[src/rtl/ofm_pool_requant.sv]
// Post-processing for the conv engine OFM stream: bias subtract, ReLU,
// 1-D max-pool over POOL valid samples, round/saturate requant to OUT_W bits.
module ofm_pool_requant #(
   parameter int unsigned DATA_W    = 13,
   parameter int unsigned OUT_W     = 8,
   parameter int unsigned POOL      = 4,
   parameter int unsigned SHIFT     = 5,
   parameter int unsigned FRAME_LEN = 48
) (
   input  logic              clk,
   input  logic              rst_n,
   input  logic              in_valid,
   input  logic [DATA_W-1:0] in_data,
   input  logic [DATA_W-1:0] bias,
   input  logic              flush,
   output logic              out_valid,
   output logic [OUT_W-1:0]  out_data,
   output logic              frame_done,
   output logic              sat_flag
);

   localparam int unsigned SCNT_W = $clog2(FRAME_LEN + 1);
   localparam int unsigned WCNT_W = $clog2(POOL + 1);
   localparam logic [DATA_W:0] RND     = (DATA_W+1)'(1) << (SHIFT - 1);
   localparam logic [DATA_W:0] OUT_MAX = (DATA_W+1)'((2 ** OUT_W) - 1);

   typedef enum logic {IDLE, RUN} state_t;

   state_t              state, state_d;
   logic [DATA_W-1:0]   bias_r, bias_r_d;
   logic [SCNT_W-1:0]   sample_cnt, sample_cnt_d;
   logic [WCNT_W-1:0]   win_cnt, win_cnt_d;
   logic [DATA_W-1:0]   max_r, max_r_d;
   logic                out_valid_d, frame_done_d, sat_flag_d;
   logic [OUT_W-1:0]    out_data_d;

   logic [DATA_W-1:0]   bias_sel;
   logic [DATA_W:0]     diff;
   logic [DATA_W-1:0]   relu_v, cand, pool_max;
   logic [DATA_W:0]     rnd_sum, q;
   logic                clamp;
   logic [OUT_W-1:0]    q_sat;
   logic [SCNT_W-1:0]   samp_next;
   logic [WCNT_W-1:0]   win_next;
   logic                close_win, last_samp, emit;

   // Datapath: relu, running max including the current sample, requant
   always_comb begin
      bias_sel  = (state == IDLE) ? bias : bias_r;
      diff      = {1'b0, in_data} - {1'b0, bias_sel};
      relu_v    = diff[DATA_W] ? '0 : diff[DATA_W-1:0];
      cand      = (state == IDLE || win_cnt == '0) ? relu_v
                : ((relu_v > max_r) ? relu_v : max_r);
      pool_max  = in_valid ? cand : max_r;
      rnd_sum   = {1'b0, pool_max} + RND;
      q         = rnd_sum >> SHIFT;
      clamp     = (q > OUT_MAX);
      q_sat     = clamp ? OUT_W'(OUT_MAX) : OUT_W'(q);
      samp_next = sample_cnt + SCNT_W'(1);
      win_next  = win_cnt + WCNT_W'(1);
   end

   // Next-state and registered-output logic
   always_comb begin
      state_d      = state;
      bias_r_d     = bias_r;
      sample_cnt_d = sample_cnt;
      win_cnt_d    = win_cnt;
      max_r_d      = max_r;
      out_valid_d  = 1'b0;
      frame_done_d = 1'b0;
      out_data_d   = out_data;
      sat_flag_d   = sat_flag;
      close_win    = 1'b0;
      last_samp    = 1'b0;
      emit         = 1'b0;

      case (state)
         IDLE: begin
            if (in_valid) begin
               state_d      = RUN;
               bias_r_d     = bias;
               sample_cnt_d = SCNT_W'(1);
               win_cnt_d    = WCNT_W'(1);
               max_r_d      = relu_v;
               sat_flag_d   = 1'b0;
            end
         end
         RUN: begin
            if (in_valid) begin
               sample_cnt_d = samp_next;
               win_cnt_d    = win_next;
               max_r_d      = cand;
            end
            close_win = in_valid && (win_next == WCNT_W'(POOL));
            last_samp = in_valid && (samp_next == SCNT_W'(FRAME_LEN));
            // A flush still emits a partial window if it holds any sample
            emit = close_win || (flush && (in_valid || win_cnt != '0));
            if (emit) begin
               out_valid_d = 1'b1;
               out_data_d  = q_sat;
               win_cnt_d   = '0;
               if (clamp) sat_flag_d = 1'b1;
            end
            if (last_samp || flush) begin
               frame_done_d = 1'b1;
               state_d      = IDLE;
               sample_cnt_d = '0;
               win_cnt_d    = '0;
               max_r_d      = '0;
            end
         end
         default: state_d = IDLE;
      endcase
   end

   always_ff @(posedge clk or negedge rst_n) begin
      if (!rst_n) begin
         state      <= IDLE;
         bias_r     <= '0;
         sample_cnt <= '0;
         win_cnt    <= '0;
         max_r      <= '0;
         out_valid  <= 1'b0;
         out_data   <= '0;
         frame_done <= 1'b0;
         sat_flag   <= 1'b0;
      end else begin
         state      <= state_d;
         bias_r     <= bias_r_d;
         sample_cnt <= sample_cnt_d;
         win_cnt    <= win_cnt_d;
         max_r      <= max_r_d;
         out_valid  <= out_valid_d;
         out_data   <= out_data_d;
         frame_done <= frame_done_d;
         sat_flag   <= sat_flag_d;
      end
   end

endmodule

[config.mk]
export PLATFORM = sky130hd
export DESIGN_NAME = ofm_pool_requant
export DESIGN_NICKNAME = d
export VERILOG_FILES = /design/src/rtl/ofm_pool_requant.sv
export SDC_FILE = /design/constraint.sdc
export NUM_CORES = 1
export LEC_CHECK = 0
export CORE_MARGIN = 5
export CORE_UTILIZATION = 40
export CTS_CLUSTER_DIAMETER = 50
export DETAILED_ROUTE_END_ITERATION = 7
export GPL_ROUTABILITY_DRIVEN = 1
export GPL_TIMING_DRIVEN = 0
export HOLD_SLACK_MARGIN = 0.12
export PLACE_DENSITY = 0.6
export REMOVE_ABC_BUFFERS = 1
export SLEW_MARGIN = 20
export SYNTH_ARGS = -nofsm -noshare
export SYNTH_HDL_FRONTEND = slang
export SYNTH_SLANG_ARGS = --single-unit
[constraint.sdc]
create_clock -name clk -period 9.93 [get_ports clk]
set_clock_uncertainty 0.2 [all_clocks]
set_input_delay 2.4825 -clock clk [delete_from_list [all_inputs] [get_ports clk]]
set_output_delay 2.4825 -clock clk [all_outputs]
set_load 0.01 [all_outputs]
## Word level (Yosys, flattened, before mapping)

Index checks and enable logic that the tools add are counted.

| word-level totals | value |
|---|---|
| input bits | 30 |
| word-level logic and storage cells | 66 |
| flip-flop bits (word level) | 47 |
| output and inout bits | 11 |

| operators by class | value |
|---|---|
| eq/ne operators | 7 |
| add/subtract/negate cells | 4 |
| mux-type cells | 29 |
| magnitude comparators | 2 |
| bitwise operators | 1 |
| reduce and logical (&&, ||, !) cells | 14 |

Operators by type and width:

| operator | number |
|---|---|
| 13-bit 2-to-1 mux | 7 |
| 13-bit one-hot mux with 2 select lines | 1 |
| 6-bit 2-to-1 mux | 3 |
| 13-bit by 5-bit adder with 14-bit output, second input constant | 1 |
| 13-bit by 13-bit subtractor with 14-bit output | 1 |
| 13-bit > comparator | 1 |
| 3-bit 2-to-1 mux | 4 |
| 6-bit one-hot mux with 2 select lines | 1 |
| 9-bit by 8-bit > comparator with 1-bit output, second input constant | 1 |
| 1-bit 2-to-1 mux | 9 |
| 8-bit 2-to-1 mux | 1 |
| 2-bit AND reduction | 4 |
| 6-bit by 1-bit adder with 6-bit output, second input constant | 1 |
| 6-bit equality test, second input constant | 1 |
| 3-bit one-hot mux with 2 select lines | 1 |
| 1-bit logical OR | 4 |
| 2-bit by 1-bit != test with 1-bit output, second input constant | 2 |
| 4-bit by 2-bit != test with 1-bit output, second input constant | 1 |
| 1-bit one-hot mux with 2 select lines | 2 |
| 3-bit by 1-bit adder with 3-bit output, second input constant | 1 |
| 3-bit equality test, second input constant | 1 |
| 1-bit logical AND | 3 |
| 3-bit logical NOT | 1 |
| 3-bit by 2-bit != test with 1-bit output, second input constant | 1 |
| 4 further kinds | 4 |

## Longest topological paths before layout

Gate-level depths: netlist of run 1.

| depth | value |
|---|---|
| word-level depth | 12 |
| mapped depth | 29 |

## Worst setup path after synthesis of run 1

OpenSTA, ideal clock, no wires.

| timing | value |
|---|---|
| kind | input -> register |
| start | in bias[0] |
| end | reg out_data[7] |
| setup slack | 2,290 ps |
| cell stages on the path | 27 |
| data arrival time | 7,344 ps |
| library setup time | 95 ps |
| buffers on the path | 3 |
| path through | mux2_2 > ha_1 > fa_1 > nor2b_1 > o2111a_1 > o31a_1 > o21ai_1 > a21oi_1 > xor2_1 > and2_1 > clkbuf_1 > ha_1 > nor3b_1 > nor3_1 > o41ai_1 > and2_1 > buf_2 > o21ai_1 > buf_2 > mux2_2 > ha_1 > and3_1 > nand4_1 > nand4b_1 > mux2_2 > o221a_1 > o31ai_1 |

| between the ends | value |
|---|---|
| word-level cells in the longest chain between the ends | 10 |

RTL lines:

| item | RTL line | source |
|---|---|---|
| from (decl) | 14 | `input logic [DATA_W-1:0] bias,` |
| 13-bit 2-to-1 mux (*) | 49 | `bias_sel = (state == IDLE) ? bias : bias_r;` |
| 13-bit by 13-bit subtractor with 14-bit output (*) | 50 | `diff = {1'b0, in_data} - {1'b0, bias_sel};` |
| 13-bit 2-to-1 mux (*) | 51 | `relu_v = diff[DATA_W] ? '0 : diff[DATA_W-1:0];` |
| 13-bit > comparator | 53 | `: ((relu_v > max_r) ? relu_v : max_r);` |
| 13-bit 2-to-1 mux | 53 |  |
| 13-bit 2-to-1 mux (*) | 52 | `cand = (state == IDLE \|\| win_cnt == '0) ? relu_v` |
| 13-bit 2-to-1 mux (*) | n/a |  |
| 13-bit by 5-bit adder with 14-bit output (*) | 55 | `rnd_sum = {1'b0, pool_max} + RND;` |
| 9-bit by 8-bit > comparator with 1-bit output | 57 | `clamp = (q > OUT_MAX);` |
| 8-bit 2-to-1 mux (*) | 58 | `q_sat = clamp ? OUT_W'(OUT_MAX) : OUT_W'(q);` |
| to (signal assigned) | 135 | `out_data <= out_data_d;` |
| to (decl) | 17 | `output logic [OUT_W-1:0] out_data,` |

Mark *: on every way between the ends. The rest lies on a longest branch, timed or not.
A chain may end at the register's enable or synchronous reset.

## Worst setup path in the final report of run 1

Ends and elaborated chain as after synthesis.

==> out/qor.yml, run 1 <==
layout:
  antenna-diode-count: 0
  instances_no_fill: 595
  layout-area-overhead-vs-synth_pct: 15.4
  final_cell_mix: "nand2_1 (46), dfrtp_1 (46), clkdlybuf4s50_1 (39), ha_1 (30)"
  drive_gt1_share_pct: 9.52
  final_nets: 522
clock_tree:
  cts_tree: "done"
  ctsHoldBuffers: 0
  clk_path_buf_depth: 2
  numCtsBuffers: 5
  postCtsSetupBuffers: 0
  post_cts_resized: 0
  clk_pin_slew_ns: 0.09
  h-tree-depth: 2
  cts_sinks: 47
  root_buffer: "clkbuf_8"
  clk_latency_ns: 0.30
hold_path:
  min_from: "sat_flag"
  holdPathStages: 2
  min_path_type: "reg2reg"
  holdPathEnd: "sat_flag"
synth:
  yosys_warnings: 0
  syn-cell-area_sq_um: 3920
  synthTopCellsByArea: "dfrtp_1 (30%), ha_1 (9.6%), mux2i_1 (7.4%), mux2_2 (4.9%), nand2_1 (4.4%)"
  synth_ff_type: "dfrtp_1"
  avgSynthCellArea_sq_um: 9.05
  netlist_instances: 433
  async_reset_ff_share_pct: 100
  yosysSeqAreaShare_pct: 30.0
  synth_cell_types: 67
  synth_top_cell_by_area: "dfrtp_1"
  ys_seq_elements: 47
  synth_edf_count: 0
  yosys.area.top_type_share_pct: 30.0
global_route:
  antenna_found_initial: 0
  grtUsageTotal_pct: 15.9
  met1_usage_pct: 22.1
  grt_busiest_layer: "met2"
  grt_max_degree: 48
  grt_pass1_wl_mm: 15.3
  use_met3_pct: 1.84
  grt_overflow: 0
  grtUsageMet2_pct: 26.9
  grt_pass1_vias: 3195
power_and_ir_drop:
  vdd_drop_max_uv: 79.9
  p_per_area_nw_per_um2: 210
  p_leak_nw: 1.94
timing:
  setup_viol: 0
  fmax_mhz: 118
  finalHoldViolCount: 0
  setup_tns_ns: 0
  min_period_over_period_pct: 85.3
  rsz0062_at_grt: "no"
  slew-limit-headroom_pct: 30.8
  worst_pin_slew_ns: 1.03
  slew_violations: 0
  period_minus_slack_ns: 8.47
worst_setup_path:
  cp.arrival_ns: 8.49
  slowest_stage: "fa_1"
  start_kind: "primary input"
  cp_max_fo: 16
  reg2regPathDepth: 25
  critPathTopFamily: "simple AND/OR/NAND/NOR gates"
  r2r-start: "state"
  cp.buffers_inverters: 2
  cp_slowest_stage_delay_ns: 0.44
  crit_required_ns: 9.94
  endpoint_kind: "flop"
  critPathKind: "in2reg"
  r2r_slack_ns: 3.07
  r2r-end: "out_data[7]"
placed_design:
  dp.cells: 587
  routabilityCongestion: 0.857
  io_buffers: 40
  dp_hpwl_mm: 6.73
detailed_routing:
  drc: 0
  wl_per_cell_microns: 15.0
  drtPass1Iterations: 4
  via_per_inst: 5.47
  dr_total_vias: 3255
  initialDrtViolationCount: 137
  ant_nets: 0
  drt_wl_total_mm: 8.92
die:
  boundaryPins: 41
  dieArea_sq_um: 11900
  dieWidth_microns: 109
  initial_utilization_pct: 40.5
  row_count: 36
  core-area_sq_um: 9680
  die_y_microns: 109
run:
  drv_cap: 0
run_status:
  status: "completed"
-- cell families after synthesis --
group           count (synthesis)  share of synthesized area (%)
buf+inv                        37                           3.96
flops                          47                           30.0
simple gates                  140                           18.4
fa+ha+maj                      32                           10.3
compound gates                111                           20.6
xor+xnor                       20                           4.47
mux                            46                           12.3
-- per-stage QoR --
stage | area, sq um | utilization (%) | power, mW | setup slack, ns | hold slack (ns)
final | 4520 | 46.7 | 0.950 | 1.46 | 0.271
after global routing | 4520 | 46.7 | 1.04 | 1.01 | 0.304
after CTS | 4520 | 46.7 | 0.960 | 1.50 | 0.279
after detailed placement | 4410 | 45.5 | 0.808 | 1.22 | 0.256
after global placement | 4390 | 45.4 | 0.795 | 0.273 | 0.251
after floorplan | 3830 | - | 0.662 | 1.72 | 0.274
-- flip-flops by register name (all words and copies together) (netlist names) --
name and flops:
bias_r 13, sat_flag 1, state 1, sample_cnt 6
frame_done 1, max_r 13, out_valid 1, out_data 8
win_cnt 3
-- worst max-delay path by stage --
stage / slack [ns] / end / cells past startpoint / start
4_1_cts: 1.50 / out_data[7] / 26 / bias[0]
3_3_place_gp: 0.27 / out_data[7] / 25 / bias[0]
2_1_floorplan: 1.72 / out_data[7] / 24 / bias[0]
3_5_place_dp: 1.22 / out_data[7] / 26 / bias[0]
6_report: 1.46 / out_data[7] / 26 / bias[0]
5_1_grt: 1.01 / out_data[7] / 26 / bias[0]
-- report_power, final --
group | internal [mW] | switching, mW | total (mW)
logic | 0.238 | 0.282 | 0.519
clock network | 0.0751 | 0.0696 | 0.145
registers | 0.239 | 0.0466 | 0.286
total | 0.552 | 0.398 | 0.950
-- cells in the mapped netlist (all sizes together) (2+ instances only) --
| master | number |
|---|---|
| a211oi | 3 |
| a21o | 5 |
| a21oi | 26 |
| a221o | 2 |
| a221oi | 3 |
| a22o | 2 |
| a31oi | 2 |
| a32o | 4 |
| and2 | 7 |
| and3 | 4 |
| buf | 8 |
| clkbuf | 12 |
| dfrtp | 47 |
| ha | 30 |
| inv | 17 |
| mux2 | 17 |
| mux2i | 29 |
| nand2 | 47 |
| nand2b | 4 |
| nand3 | 16 |
| nand4 | 3 |
| nand4b | 2 |
| nor2 | 29 |
| nor2b | 5 |
| nor3 | 12 |
| o211a | 2 |
| o211ai | 9 |
| o21a | 9 |
| o21ai | 20 |
| o22ai | 6 |
| o31a | 2 |
| o31ai | 3 |
| o41ai | 2 |
| or3 | 7 |
| xnor2 | 7 |
| xor2 | 13 |
-- metal layers --
| layer | wire [microns] | up-vias |
|---|---|---|
| met1 | 4310 | 1544 |
| met2 | 4290 | 54 |
| met5 | 0 | - |
| met3 | 242 | 7 |
| met4 | 70 | 0 |
| li1 | - | 1650 |
-- tightest hold or removal path: stages, from the launching register on --
cell,delay [ns]
dfrtp_1,0.35
nand2_1,0.05
nand2_1,0.04
-- final cells by class --
| cell class | count | area, sq um |
|---|---|---|
| clock buffers | 5 | 68.8 |
| clock inverters | 3 | 43.8 |
| fillers | 1000 | 5160 |
| inverters | 17 | 63.8 |
| multi-input cells | 349 | 2590 |
| flip-flops and latches | 47 | 1180 |
| well taps | 133 | 166 |
| repair buffers | 41 | 409 |
Note: power is estimated with default switching activity, not from simulation.
==> run 2: changes to the inputs <==
CORE_MARGIN = 2   (was 5)
HOLD_SLACK_MARGIN = default   (was 0.12)
PLACE_DENSITY = default   (was 0.6)
PLACE_DENSITY_LB_ADDON = 0.08   (was default)
==> run 2 against run 1 <==
Effect of this change: sequential share of layout area is the same; core utilization grew 0.22 points; largest cell class unchanged; die area shrank 11%; worst setup slack lost 0.015 ns; power grew 0.12%; count of clock-buffer cells in the layout is the same; sequential power is essentially flat; design area is the same; clock power is essentially flat; flip-flop and latch count is the same; hold slack gained 0.021 ns; critical endpoint unchanged; critical path type unchanged.
==> out/qor.yml, run 2 (synthesized netlist as in run 1, its figures left out) <==
placed_design:
  dp_hpwl_mm: 6.73  # about the same
  io_buffers: 40  # unchanged
  dpl_cell_area_sq_um: 4410  # unchanged
  dp_slack_ns: 1.10  # was 1.22 ns
  routabilityCongestion: 0.808  # was 0.857
global_route:
  grt_pass1_vias: 3166  # was 3,195
  grt_pass1_wl_mm: 15.5  # was 15.3 mm
  grt_max_degree: 48  # unchanged
  grt_overflow: 0  # unchanged
  antenna_found_initial: 0  # unchanged
  grtUsageTotal_pct: 18.4  # was 15.9%
power_and_ir_drop:
  p_per_area_nw_per_um2: 210  # about the same
  p_leak_nw: 1.94  # unchanged
  vdd_drop_max_uv: 85.1  # was 79.9 uV
timing:
  worst_slack_ns: 1.44  # was 1.46 ns
  period_minus_slack_ns: 8.49  # was 8.47 ns
  finalHoldViolCount: 0  # unchanged
  rsz0062_at_grt: "no"  # unchanged
  min_period_over_period_pct: 85.5  # was 85.3%
  slew_violations: 0  # unchanged
  worst_pin_slew_ns: 1.04  # was 1.03 ns
  setup_viol: 0  # unchanged
  setup_tns_ns: 0  # unchanged
  fmax_mhz: 118  # about the same
  slew-limit-headroom_pct: 30.3  # was 30.8%
detailed_routing:
  drt_wl_total_mm: 9.04  # was 8.92 mm
  ant_nets: 0  # unchanged
  dr_total_vias: 3197  # was 3,255
  drtPass1Iterations: 4  # unchanged
  initialDrtViolationCount: 101  # was 137
  wl_per_cell_microns: 15.2  # was 15.0 microns
  drc: 0  # unchanged
  via_per_inst: 5.37  # was 5.47
worst_setup_path:
  cp_slowest_stage_delay_ns: 0.52  # was 0.44 ns
  cp_max_fo: 11  # was 16
  critPathTopFamily: "compound AO/OA/AOI/OAI gates"  # was simple AND/OR/NAND/NOR gates
  endpoint_kind: "flop"  # unchanged
  critPathKind: "in2reg"  # unchanged
  start_kind: "primary input"  # unchanged
  crit_required_ns: 9.95  # was 9.94 ns
  cp.arrival_ns: 8.51  # was 8.49 ns
  cp.buffers_inverters: 1  # was 2
  slowest_stage: "o21ai_2"  # was fa_1
layout:
  final_core_util_pct: 46.9  # was 46.7%
  final_nets: 522  # unchanged
  final_cell_mix: "nand2_1 (46), dfrtp_1 (46), clkdlybuf4s50_1 (39), ha_1 (30)"  # unchanged
  layout-area-overhead-vs-synth_pct: 15.4  # unchanged
  antenna-diode-count: 0  # unchanged
  nFillCells: 997  # was 1,000
  top_regs: "bias_r x13, max_r x13, out_data x8"  # unchanged
  final_area_sq_um: 4520  # unchanged
  drive_gt1_share_pct: 9.52  # unchanged
die:
  die_y_microns: 103  # was 109 microns
  dieArea_sq_um: 10600  # was 11,900 sq um
  core-area_sq_um: 9640  # was 9680 sq um
  dieWidth_microns: 103  # was 109 microns
  row_count: 36  # unchanged
  boundaryPins: 41  # unchanged
  initial_utilization_pct: 40.7  # was 40.5%
clock_tree:
  clk_path_buf_depth: 2  # unchanged
  numCtsBuffers: 5  # unchanged
  root_buffer: "clkbuf_8"  # unchanged
  h-tree-depth: 2  # unchanged
  clk_latency_ns: 0.31  # was 0.30 ns
  ctsHoldBuffers: 0  # unchanged
  clk_pin_slew_ns: 0.09  # about the same
  postCtsSetupBuffers: 0  # unchanged
  post_cts_resized: 0  # unchanged
  cts_sinks: 47  # unchanged
  cts_tree: "done"  # unchanged
hold_path:
  min_path_type: "reg2reg"  # unchanged
run:
  drv_cap: 0  # unchanged
run_status:
  status: "completed"  # unchanged
==> run 2: cell counts in the layout (fill, tap and decap cells not counted) <==
No cell type changed its count.
==> run 2: where the power goes <==
group / switching (mW) / internal (mW) / leakage [nW] / total, mW
clock network: 0.0721 / 0.0751 / 0.0581 / 0.147
logic: 0.280 / 0.238 / 1.28 / 0.517
registers: 0.0473 / 0.239 / 0.599 / 0.287
total: 0.399 / 0.552 / 1.94 / 0.951
==> run 2: final cells by class <==
| type | instances | area [sq um] | area share, % |
|---|---|---|---|
| Clock buffer | 5 | 68.8 | 1.52 |
| Clock inverter | 3 | 43.8 | 0.969 |
| Inverter | 17 | 63.8 | 1.41 |
| Multi-Input combinational cell | 349 | 2590 | 57.3 |
| Sequential cell | 47 | 1180 | 26.0 |
| Tap cell | 133 | 166 | 3.68 |
| Timing Repair Buffer | 41 | 409 | 9.05 |
==> run 2: path summary, 6_finish.rpt <==
path / endpoint / startpoint / cells past startpoint / slack, ns
setup / recovery: out_data[7] / bias[0] / 25 / 1.44
hold / removal: out_data[7] / out_data[7] / 2 / 0.29
setup reg to reg: out_data[7] / state / 24 / 3.02
hold reg to reg: out_data[7] / out_data[7] / 2 / 0.29
max in group asynchronous: state / rst_n / 1 / 7.11
min in group asynchronous: sample_cnt[2] / rst_n / 1 / 1.97
==> run 2: worst register-to-register path: cells and delay by family, from the launching register on <==
kind            cells  cell delay, ns
compound gates      8            1.80
simple gates        8            1.63
fa+ha+maj           4            1.16
mux                 3            1.00
flops               1            0.85
xor+xnor            1            0.19
==> run 2: metrics by stage <==
stage	power [mW]	hold WS [ns]	instances
after global routing	1.04	0.329	595
after floorplan	0.662	0.274	413
after CTS	0.962	0.291	595
after detailed placement	0.809	0.267	587
final	0.951	0.292	595
after global placement	0.798	0.252	586
==> run 2: metal layers <==
metal / up-vias / global-route usage, % / wire, microns
li1: 1643 / - / -
met1: 1498 / 24.4 / 4280
met3: 8 / 2.31 / 239
met4: 0 / 3.64 / 77
met5: - / 0 / 0
met2: 48 / 32.4 / 4440
